`src/rtl/cordic_phase_pkg.sv`:
```
// Shared constants for the CORDIC phase source: accumulator modulus,
// quadrant codes, quadrant boundaries, FSM states and a degree wrap helper.
// Optional feature macro used by this slice: PHASE_OFFSET_EN.
package cordic_phase_pkg;

    localparam int unsigned FRAC_W_DEF = 8;
    localparam int unsigned DEG_FULL   = 360;
    localparam int unsigned MOD_DEF    = DEG_FULL << FRAC_W_DEF;

    localparam logic [1:0] Q0 = 2'd0;
    localparam logic [1:0] Q1 = 2'd1;
    localparam logic [1:0] Q2 = 2'd2;
    localparam logic [1:0] Q3 = 2'd3;

    localparam logic [8:0] B90  = 9'd90;
    localparam logic [8:0] B180 = 9'd180;
    localparam logic [8:0] B270 = 9'd270;

    typedef enum logic {
        IDLE = 1'b0,
        RUN  = 1'b1
    } state_t;

    // Fold a degree value below 720 back into 0..359 with one subtraction.
    function automatic logic [8:0] wrap360(input logic [9:0] d);
        if (d >= 10'd360) begin
            return 9'(d - 10'd360);
        end
        return d[8:0];
    endfunction

endpackage

```
`src/rtl/cordic_phase_map.sv`:
```
// Combinational degree -> {quadrant, in-quadrant angle} mapper.
// Upper quadrant bounds are inclusive (90 -> {Q0,90}).
// With PHASE_OFFSET_EN defined, a 0..359 offset is added modulo 360 first.
module cordic_phase_map
    import cordic_phase_pkg::*;
(
    input  logic [8:0]  deg,
`ifdef PHASE_OFFSET_EN
    input  logic [8:0]  offset,
`endif
    output logic [1:0]  quad,
    output logic [15:0] angle
);

    logic [8:0] deg_eff;
    logic [8:0] rel;

    // Apply optional offset, then classify into a quadrant and relative angle.
    always_comb begin
`ifdef PHASE_OFFSET_EN
        deg_eff = wrap360({1'b0, deg} + {1'b0, offset});
`else
        deg_eff = deg;
`endif
        quad = Q0;
        rel  = deg_eff;
        if (deg_eff <= B90) begin
            quad = Q0;
            rel  = deg_eff;
        end else if (deg_eff <= B180) begin
            quad = Q1;
            rel  = deg_eff - B90;
        end else if (deg_eff <= B270) begin
            quad = Q2;
            rel  = deg_eff - B180;
        end else begin
            quad = Q3;
            rel  = deg_eff - B270;
        end
        angle = {7'd0, rel};
    end

endmodule

```
`src/rtl/cordic_phase_gen.sv`:
```
// Start/stop, sample-counted, valid/ready phase source for the CORDIC core.
// A fractional-degree accumulator is advanced on every handshake and its
// integer part is emitted quadrant-encoded on Phase[17:0].
// Optional feature macro: PHASE_OFFSET_EN (adds the Offset input).
module cordic_phase_gen
    import cordic_phase_pkg::*;
#(
    parameter int unsigned FRAC_W = FRAC_W_DEF,
    parameter int unsigned ACC_W  = 9 + FRAC_W,
    parameter int unsigned CNT_W  = 16
) (
    input  logic             CLK_50M,
    input  logic             RST_N,
    input  logic             Start,
    input  logic             Stop,
    input  logic [ACC_W-1:0] Step,
    input  logic [CNT_W-1:0] Num_Samples,
`ifdef PHASE_OFFSET_EN
    input  logic [8:0]       Offset,
`endif
    output logic [31:0]      Phase,
    output logic             Phase_Valid,
    input  logic             Phase_Ready,
    output logic             Busy,
    output logic             Done,
    output logic             Step_Err
);

    localparam int unsigned MOD   = DEG_FULL << FRAC_W;
    localparam logic [ACC_W:0] MOD_X = MOD[ACC_W:0];

    state_t           state_q, state_d;
    logic [ACC_W-1:0] acc_q, acc_d;
    logic [ACC_W-1:0] step_q, step_d;
    logic [CNT_W-1:0] cnt_q, cnt_d;
    logic [CNT_W-1:0] num_q, num_d;
    logic [17:0]      phase_q, phase_d;
    logic             valid_q, valid_d;
    logic             busy_q, busy_d;
    logic             done_q, done_d;
    logic             err_q, err_d;
`ifdef PHASE_OFFSET_EN
    logic [8:0]       offset_q, offset_d;
    logic [8:0]       offset_in;
    logic [8:0]       map_off;
`endif

    logic [ACC_W:0]   acc_sum;
    logic [ACC_W-1:0] acc_next;
    logic             step_bad;
    logic             hs;
    logic             last;
    logic [8:0]       map_deg;
    logic [1:0]       map_quad;
    logic [15:0]      map_angle;

    // Accumulator wrap, start validation and handshake/termination decode.
    always_comb begin
        acc_sum = {1'b0, acc_q} + {1'b0, step_q};
        if (acc_sum >= MOD_X) begin
            acc_next = ACC_W'(acc_sum - MOD_X);
        end else begin
            acc_next = ACC_W'(acc_sum);
        end
        step_bad = (Step == '0) || ({1'b0, Step} >= MOD_X);
        hs       = valid_q & Phase_Ready;
        last     = (num_q != '0) && (cnt_q == num_q - CNT_W'(1));
    end

    // In IDLE the mapper produces the first sample (deg 0) so that it can be
    // registered on the accepting edge; in RUN it maps the next accumulator.
    always_comb begin
        map_deg = (state_q == IDLE) ? '0 : acc_next[ACC_W-1:FRAC_W];
`ifdef PHASE_OFFSET_EN
        offset_in = wrap360({1'b0, Offset});
        map_off   = (state_q == IDLE) ? offset_in : offset_q;
`endif
    end

    cordic_phase_map u_map (
        .deg    (map_deg),
`ifdef PHASE_OFFSET_EN
        .offset (map_off),
`endif
        .quad   (map_quad),
        .angle  (map_angle)
    );

    // Next-state logic for the IDLE/RUN sequencer and its registered outputs.
    always_comb begin
        state_d = state_q;
        acc_d   = acc_q;
        step_d  = step_q;
        cnt_d   = cnt_q;
        num_d   = num_q;
        phase_d = phase_q;
        valid_d = valid_q;
        busy_d  = busy_q;
        done_d  = 1'b0;
        err_d   = 1'b0;
`ifdef PHASE_OFFSET_EN
        offset_d = offset_q;
`endif
        unique case (state_q)
            IDLE: begin
                if (Start && !Stop) begin
                    if (step_bad) begin
                        err_d = 1'b1;
                    end else begin
                        step_d  = Step;
                        num_d   = Num_Samples;
                        acc_d   = '0;
                        cnt_d   = '0;
                        phase_d = {map_quad, map_angle};
                        valid_d = 1'b1;
                        busy_d  = 1'b1;
                        state_d = RUN;
`ifdef PHASE_OFFSET_EN
                        offset_d = offset_in;
`endif
                    end
                end
            end
            RUN: begin
                if (hs) begin
                    acc_d   = acc_next;
                    cnt_d   = cnt_q + CNT_W'(1);
                    phase_d = {map_quad, map_angle};
                end
                // A final counted handshake takes priority over Stop so the
                // sweep still reports completion.
                if (hs && last) begin
                    state_d = IDLE;
                    valid_d = 1'b0;
                    busy_d  = 1'b0;
                    done_d  = 1'b1;
                end else if (Stop) begin
                    state_d = IDLE;
                    valid_d = 1'b0;
                    busy_d  = 1'b0;
                end
            end
            default: begin
                state_d = IDLE;
            end
        endcase
    end

    // State and output registers with asynchronous active-low reset.
    always_ff @(posedge CLK_50M or negedge RST_N) begin
        if (!RST_N) begin
            state_q <= IDLE;
            acc_q   <= '0;
            step_q  <= '0;
            cnt_q   <= '0;
            num_q   <= '0;
            phase_q <= '0;
            valid_q <= 1'b0;
            busy_q  <= 1'b0;
            done_q  <= 1'b0;
            err_q   <= 1'b0;
`ifdef PHASE_OFFSET_EN
            offset_q <= '0;
`endif
        end else begin
            state_q <= state_d;
            acc_q   <= acc_d;
            step_q  <= step_d;
            cnt_q   <= cnt_d;
            num_q   <= num_d;
            phase_q <= phase_d;
            valid_q <= valid_d;
            busy_q  <= busy_d;
            done_q  <= done_d;
            err_q   <= err_d;
`ifdef PHASE_OFFSET_EN
            offset_q <= offset_d;
`endif
        end
    end

    assign Phase       = {14'd0, phase_q};
    assign Phase_Valid = valid_q;
    assign Busy        = busy_q;
    assign Done        = done_q;
    assign Step_Err    = err_q;

endmodule
```
`config.mk`:
```
export PLATFORM = sky130hd
export DESIGN_NAME = cordic_phase_gen
export DESIGN_NICKNAME = d
export VERILOG_FILES = /design/src/rtl/cordic_phase_pkg.sv /design/src/rtl/cordic_phase_map.sv /design/src/rtl/cordic_phase_gen.sv
export SDC_FILE = /design/constraint.sdc
export NUM_CORES = 1
export LEC_CHECK = 0
export ABC_CLOCK_PERIOD_IN_PS = 7000
export BUFFER_PORTS_ARGS = -buffer_cell sky130_fd_sc_hd__buf_4
export CAP_MARGIN = 5
export CORE_MARGIN = 4
export CORE_UTILIZATION = 40
export CTS_BUF_LIST = sky130_fd_sc_hd__clkbuf_8
export CTS_CLUSTER_DIAMETER = 50
export DETAILED_ROUTE_END_ITERATION = 8
export HOLD_SLACK_MARGIN = 0.06
export SETUP_SLACK_MARGIN = 0.02
export SYNTH_ARGS = -nofsm -noshare
export SYNTH_HDL_FRONTEND = slang
export SYNTH_HIERARCHICAL = 1
export SYNTH_SLANG_ARGS = --single-unit
```
`constraint.sdc`:
```
create_clock -name CLK_50M -period 7 [get_ports CLK_50M]
set_input_delay 1.05 -clock CLK_50M [delete_from_list [all_inputs] [get_ports CLK_50M]]
set_output_delay 1.05 -clock CLK_50M [all_outputs]
set_load 0.01 [all_outputs]
```
==> flow_metrics.py, run 1 <==
metrics = {
    "sta": {
        "report.final.slew_viol_count": 0,
        "fmax_mhz": 195,
        "setup_ws_ns": 1.86,
        "worst-slew-pin-transition_ns": 0.963,
        "setup-violations-final": 0,
        "skew_ns": 0.0114,
        "hold_viol": 0,
        "final_sum_of_negative_setup_slack_ns": 0,
        "holdWs_ns": 0.475,
        "grt_setup_unrepaired": "false",
        "layout_min_cycle_time_ns": 5.14,
        "timing.slew.headroom": 0.356,
        "final.period_utilization": 0.734,
    },
    "clocking": {
        "postCtsSetupBuffers": 0,
        "h_tree_lvl_count": 3,
        "clk_path_buf_depth": 2,
        "holdBufCountCts": 0,
        "tritoncts_sink_count": 88,
        "clk_pin_slew_worst_setup_hold_paths_ns": 0.10,
        "clockRootBuffer": "clkbuf_8",
        "clkLatencyLatePin_ns": 0.38,
        "cts_tree": "yes",
        "tritoncts.num_buffers": 9,
        "cts_resized": 0,
    },
    "place": {
        "detailedPlace.worstSlack_ns": 1.93,
        "portBuffers": 59,
        "place.detailed.hpwl_um": 11000,
        "routability_congestion": 0.904,
    },
    "worst_setup_path": {
        "timing.rr.end": "phase_q[4]$_DFFE_PN0P_",
        "r2r_start": "step_q[0]$_DFFE_PN0P_",
        "setup.reg_to_reg.worst_slack_ns": 1.86,
        "critical_path_cell_by_cell": "ha_1 > inv_1 > fa_1 > nand2b_1 > a21oi_1 > o21ai_2 > a211oi_2 > inv_1 > ha_1 > nor4_1 > a211oi_1 > nor3_1 > o41ai_4 > o21ai_2 > mux2i_1 > mux2_4 > nor4_1 > nand2_1 > nand2_1",
        "worst_setup_ep_type": "register",
        "timing.critical_path.required_ns": 7.32,
        "ff2ff_path_depth": 19,
        "worst_setup_path_start_kind": "register",
        "criticalPathCategory": "register to register",
        "critical_path_peak_fanout": 8,
        "crit_path_max_incr_delay_ns": 0.70,
        "crit_slowest_cell": "nor3_1",
        "critPathArrivalTime_ns": 5.46,
    },
    "floorplan": {
        "initial_core_util": 0.413,
        "die_h_um": 131,
        "dieArea_um2": 17100,
        "core.rowCount": 44,
        "top_level_pins": 74,
        "die-width_um": 131,
        "design.core.area_um2": 14600,
    },
    "finish": {
        "fill_cells": 1463,
        "fin_nets": 834,
        "most_common_library_cell_in_the_layout_ignoring_fill_and_taps": "nand2_1",
        "antenna-diode-count": 0,
        "drive_above_1_share": 0.141,
        "ff_latch_area_um2": 2200,
        "multi_input_area_um2": 3520,
        "areaGrowthSynthToFinish_pct": 11.1,
        "most-common-layout-cells": "nand2_1 (179), dfrtp_1 (88), buf_4 (65)",
    },
    "hold_path": {
        "timing.hold.worst.class": "register to register",
        "holdCritStartpoint": "phase_q[1]$_DFFE_PN0P_",
        "worstHoldPathCells": 2,
        "hold-path-endpoint": "phase_q[1]$_DFFE_PN0P_",
    },
    "drt": {
        "drcViolationCount": 0,
        "route.detailed.wl_per_inst_um": 15.3,
        "drt-vias-per-instance": 5.43,
        "wire_length_reported_by_the_detailed_router_um": 14600,
        "postRouteAntennaNets": 0,
        "number_of_vias_in_the_routed_layout": 5183,
        "dr.first_iter.drc_count": 401,
        "first_pass_iters": 4,
    },
    "power_and_ir_drop": {
        "power_per_cell_area_nw_per_um2": 287,
        "worst_ir_drop_on_vdd_mv": 0.114,
        "leakagePower_nw": 3.20,
    },
    "grt": {
        "first_global_vias": 4861,
        "grt_pass1_wl_um": 24300,
        "grt_overflow": 0,
        "total_routing_resource_utilization_after_global_routing": 0.179,
        "initial_antenna_violation_count": 0,
        "grt_start_max_net_pins": 59,
    },
    "logic_synthesis": {
        "mappedNetlistArea_um2": 6040,
        "synth_top_flop_cell": "dfrtp_1",
        "count_of_flip_flops_with_a_built_in_enable_after_synthesis": 0,
        "synth-async-reset-ratio": 1.00,
        "syn-instance-count": 723,
        "synth_seq_area_share": 0.364,
        "netlist-cell-type-count": 85,
        "ys_seq_elements": 88,
        "number_of_warning_messages_in_the_yosys_log": 6,
        "syn-mean-instance-area_um2": 8.36,
    },
    "job": {
        "maxcap_violations": 0,
    },
    "outcome": {
        "status": "finished, final reports clean",
    },
}
==> synthesized netlist by cell type (all sizes together), types with 6 or more instances <==
| library cell | number | share of area |
|---|---|---|
| o21ai | 44 | 0.038 |
| and3 | 13 | 0.013 |
| nand3 | 19 | 0.016 |
| nor3b | 6 | 0.0083 |
| and2 | 7 | 0.0072 |
| a21o | 7 | 0.0089 |
| nand2 | 179 | 0.11 |
| clkbuf | 20 | 0.012 |
| or3 | 8 | 0.0091 |
| buf | 32 | 0.038 |
| ha | 29 | 0.060 |
| dfrtp | 88 | 0.36 |
| o211ai | 6 | 0.0083 |
| nor3 | 16 | 0.015 |
| nand2b | 6 | 0.0062 |
| inv | 23 | 0.014 |
| a21oi | 36 | 0.030 |
| xor2 | 23 | 0.033 |
| nor4 | 12 | 0.015 |
| a211oi | 13 | 0.019 |
| nor2 | 35 | 0.022 |
| xnor2 | 17 | 0.025 |
==> sequential cells by signal, indices dropped and copies added (netlist names) <==
register and flops:
Busy 1, Done 1, Step_Err 1, acc_q 17
cnt_q 16, num_q 16, phase_q 18, state_q 1
step_q 17
==> critical path, delay by kind of cell, from the launching register on <==
family | cells | cell delay, ns
flip-flops | 1 | 0.36
AND/OR/NAND/NOR | 6 | 1.85
AO/OA/AOI/OAI | 6 | 1.28
adder cells (fa/ha/maj) | 3 | 0.83
multiplexers | 2 | 0.62
buffers and inverters | 2 | 0.15
==> layer usage <==
metal,GRT usage,up-vias,wire (µm)
met5,0,-,0
met4,0.0690,0,367
met3,0.0313,30,794
met2,0.258,165,6030
met1,0.267,2410,7400
li1,-,2578,-
==> area by class of cell <==
type	count	share of cell area
Inverter	24	0.0134
Clock buffer	10	0.0205
Tap cell	184	0.0343
Sequential cell	88	0.328
Timing Repair Buffer	65	0.0727
Clock inverter	6	0.00745
Multi-Input combinational cell	578	0.524
==> worst max-delay path by stage <==
stage,from,end,slack [ns],cells past startpoint
floorplan,acc_q[0]$_DFFE_PN0P_,phase_q[4]$_DFFE_PN0P_,2.58,19
global placement,acc_q[0]$_DFFE_PN0P_,phase_q[4]$_DFFE_PN0P_,2.12,19
detailed placement,step_q[0]$_DFFE_PN0P_,phase_q[4]$_DFFE_PN0P_,1.93,19
CTS,step_q[0]$_DFFE_PN0P_,phase_q[4]$_DFFE_PN0P_,1.91,19
global route,step_q[0]$_DFFE_PN0P_,phase_q[4]$_DFFE_PN0P_,1.43,19
finish,step_q[0]$_DFFE_PN0P_,phase_q[4]$_DFFE_PN0P_,1.86,19
==> stage by stage <==
stage | total power [mW] | util | instance area [µm²] | cells
final | 1.93 | 0.459 | 6720 | 955
after global routing | 2.09 | 0.459 | 6720 | 955
after CTS | 1.94 | 0.459 | 6720 | 955
after detailed placement | 1.58 | 0.446 | 6530 | 939
after global placement | 1.57 | 0.446 | 6530 | 939
after floorplan | 1.36 | - | 6110 | 742
==> logic make-up after synthesis <==
group           count (synthesis)  synth area share
compound gates                157             0.186
buf+inv                        76            0.0654
other cells                     2           0.00124
xor+xnor                       40            0.0580
simple gates                  323             0.248
fa+ha+maj                      30            0.0634
flops                          88             0.364
mux                             7            0.0130
==> where the power goes <==
part	total (mW)	internal (mW)	leakage [nW]	switching, mW
logic	0.873	0.360	1.96	0.512
clock network	0.347	0.144	0.0952	0.203
registers	0.710	0.614	1.15	0.0962
(Power assumes the default switching activity.)
==> run 2: changes to the inputs <==
--- a/config.mk
+++ b/config.mk
@@ -5,7 +5,7 @@
 export SDC_FILE = /design/constraint.sdc
 export NUM_CORES = 1
 export LEC_CHECK = 0
-export ABC_CLOCK_PERIOD_IN_PS = 7000
+export ABC_CLOCK_PERIOD_IN_PS = 4400
 export BUFFER_PORTS_ARGS = -buffer_cell sky130_fd_sc_hd__buf_4
 export CAP_MARGIN = 5
 export CORE_MARGIN = 4
==> constraint.sdc (replaced) <==
create_clock -name CLK_50M -period 4.4 [get_ports CLK_50M]
set_input_delay 0.66 -clock CLK_50M [delete_from_list [all_inputs] [get_ports CLK_50M]]
set_output_delay 0.66 -clock CLK_50M [all_outputs]
set_load 0.01 [all_outputs]
==> flow_metrics.py, run 2 (synthesis gave the netlist of run 1 again) <==
metrics = {
    "outcome": {
        "status": "finished, final reports clean",
    },
    "finish": {
        "areaGrowthSynthToFinish_pct": 25.9,
        "antenna-diode-count": 0,
        "drive_above_1_share": 0.260,
        "largest_register": "phase_q",
        "finalCoreUtilization": 0.519,
        "final_design_area_no_fill_um2": 7610,
        "most-common-layout-cells": "nand2_1 (179), buf_4 (117), dfrtp_1 (88)",
        "largest_register_ffs": 18,
        "fin_nets": 891,
        "largest_registers": "phase_q (18), acc_q (17), step_q (17)",
        "most_common_library_cell_in_the_layout_ignoring_fill_and_taps": "nand2_1",
    },
    "sta": {
        "fmax_mhz": 232,
        "worst-slew-pin-transition_ns": 0.792,
        "report.final.slew_viol_count": 0,
        "hold_viol": 0,
        "setup-violations-final": 0,
        "final.period_utilization": 0.980,
        "grt_setup_unrepaired": "true",
        "final_sum_of_negative_setup_slack_ns": 0,
        "holdWs_ns": 0.333,
        "layout_min_cycle_time_ns": 4.31,
        "timing.slew.headroom": 0.467,
        "skew_ns": 0.00938,
    },
    "worst_setup_path": {
        "r2r_start": "step_q[0]$_DFFE_PN0P_",
        "critPathTopFamily": "compound AO/OA/AOI/OAI gates",
        "setup.reg_to_reg.worst_slack_ns": 0.09,
        "timing.critical_path.required_ns": 4.72,
        "worst_setup_path_start_kind": "register",
        "cp.buffers_inverters": 4,
        "criticalPathCategory": "register to register",
        "critPathArrivalTime_ns": 4.63,
        "crit_path_max_incr_delay_ns": 0.45,
        "timing.rr.end": "phase_q[6]$_DFFE_PN0P_",
        "critical_path_cell_by_cell": "ha_2 > inv_2 > fa_2 > nand2b_4 > a21oi_2 > buf_4 > o21ai_4 > a211oi_4 > inv_2 > ha_4 > nor4_2 > buf_4 > a21oi_1 > o311a_1 > and3_4 > o41ai_4 > o21ai_4 > a2111o_1 > a211o_1 > o21ai_1 > nand2_1 > nand2_1",
        "critical_path_peak_fanout": 4,
        "ff2ff_path_depth": 22,
        "worst_setup_ep_type": "register",
        "crit_slowest_cell": "a2111o_1",
    },
    "floorplan": {
        "design.core.area_um2": 14600,
        "dieArea_um2": 17100,
        "core.rowCount": 44,
        "top_level_pins": 74,
        "die_h_um": 131,
        "die-width_um": 131,
        "initial_core_util": 0.413,
    },
    "power_and_ir_drop": {
        "internal_power_of_the_cells_mw": 2.26,
        "switching_power_mw": 1.54,
        "worst_ir_drop_on_vdd_mv": 0.244,
        "finalPower_mw": 3.80,
        "comb_power_share": 0.520,
        "leakagePower_nw": 3.58,
        "swShare": 0.406,
        "power_per_cell_area_nw_per_um2": 500,
        "portion_of_total_power_attributed_to_the_clock_network": 0.176,
        "seq_power_share": 0.304,
    },
    "job": {
        "maxcap_violations": 0,
    },
    "drt": {
        "first_pass_iters": 5,
        "route.detailed.wl_per_inst_um": 16.5,
        "wire_length_reported_by_the_detailed_router_um": 16700,
        "postRouteAntennaNets": 0,
        "drcViolationCount": 0,
        "drt-vias-per-instance": 5.39,
        "dr.first_iter.drc_count": 402,
        "number_of_vias_in_the_routed_layout": 5457,
    },
    "clocking": {
        "tritoncts_sink_count": 88,
        "clk_path_buf_depth": 2,
        "cts_tree": "yes",
        "clk_pin_slew_worst_setup_hold_paths_ns": 0.10,
        "h_tree_lvl_count": 3,
        "holdBufCountCts": 0,
        "clockRootBuffer": "clkbuf_8",
        "tritoncts.num_buffers": 9,
        "clkLatencyLatePin_ns": 0.38,
    },
    "grt": {
        "grt_overflow": 0,
        "grt_start_max_net_pins": 59,
        "initial_antenna_violation_count": 0,
        "grt_pass1_wl_um": 26600,
        "first_global_vias": 5259,
        "total_routing_resource_utilization_after_global_routing": 0.195,
    },
    "hold_path": {
        "timing.hold.worst.class": "input port to asynchronous set/reset pin",
    },
    "place": {
        "post_dp_cell_area_um2": 6860,
        "place.detailed.hpwl_um": 12200,
        "portBuffers": 59,
        "routability_congestion": 0.950,
    },
}
## run 2: changes by cell type in the layout (fill, tap and decap cells not counted), sizes merged
cell	before	now
buf	65	122
clkinv	3	2
clkinvlp	1	0
bufinv	0	2
## run 2: layer usage
metal  vias up  global-route usage  routed length [µm]
met4         0              0.0514                 251
met2       144               0.311                7790
met1      2628               0.270                7860
li1       2665                   -                   -
met5         -                   0                   0
met3        20              0.0427                 792
## run 2: power groups by stage
stage          Combinational (mW)  Clock (mW)  Sequential (mW)
2_1_floorplan                1.05           0             1.11
3_3_place_gp                 1.57           0             1.15
3_5_place_dp                 1.60           0             1.15
4_1_cts                      1.69       0.690             1.14
5_1_grt                      2.17       0.720             1.18
6_report                     1.98       0.669             1.16
## run 2: stage by stage
step | worst slack [ns] | instances
finish | 0.0872 | 1012
global route | -0.0967 | 1012
CTS | -0.00993 | 998
detailed placement | -0.0911 | 981
global placement | -0.00456 | 981
floorplan | 0.0774 | 742
## run 2: worst max path at each step
stage,startpoint,endpoint,cells past startpoint
2_1_floorplan,acc_q[0]$_DFFE_PN0P_,phase_q[4]$_DFFE_PN0P_,20
5_1_grt,step_q[6]$_DFFE_PN0P_,phase_q[6]$_DFFE_PN0P_,20
6_report,step_q[0]$_DFFE_PN0P_,phase_q[6]$_DFFE_PN0P_,22
3_3_place_gp,acc_q[0]$_DFFE_PN0P_,phase_q[4]$_DFFE_PN0P_,20
3_5_place_dp,step_q[0]$_DFFE_PN0P_,phase_q[4]$_DFFE_PN0P_,20
4_1_cts,step_q[0]$_DFFE_PN0P_,phase_q[4]$_DFFE_PN0P_,20
## run 2: area by class of cell
type                            count  area [µm²]
Inverter                           24        92.6
Sequential cell                    88        2200
Fill cell                        1398        7040
Clock inverter                      6        97.6
Clock buffer                       10         138
Multi-Input combinational cell    578        3900
Tap cell                          184         230
Timing Repair Buffer              122         943
## run 2: repair_timing
action                     CTS  global route
setup endpoints to repair    6             9
resized for setup           21            52
setup buffers                1            15
pin swaps                    9            29
## run 2: worst reg2reg max path, stage by stage, from the launching register on
cell and delay (ns):
dfrtp_1 0.37, ha_2 0.19, inv_2 0.04, fa_2 0.38, nand2b_4 0.16, a21oi_2 0.11, buf_4 0.14, o21ai_4 0.08
a211oi_4 0.32, inv_2 0.08, ha_4 0.17, nor4_2 0.28, buf_4 0.17, a21oi_1 0.07, o311a_1 0.15, and3_4 0.22
o41ai_4 0.29, o21ai_4 0.12, a2111o_1 0.45, a211o_1 0.26, o21ai_1 0.07, nand2_1 0.07, nand2_1 0.06
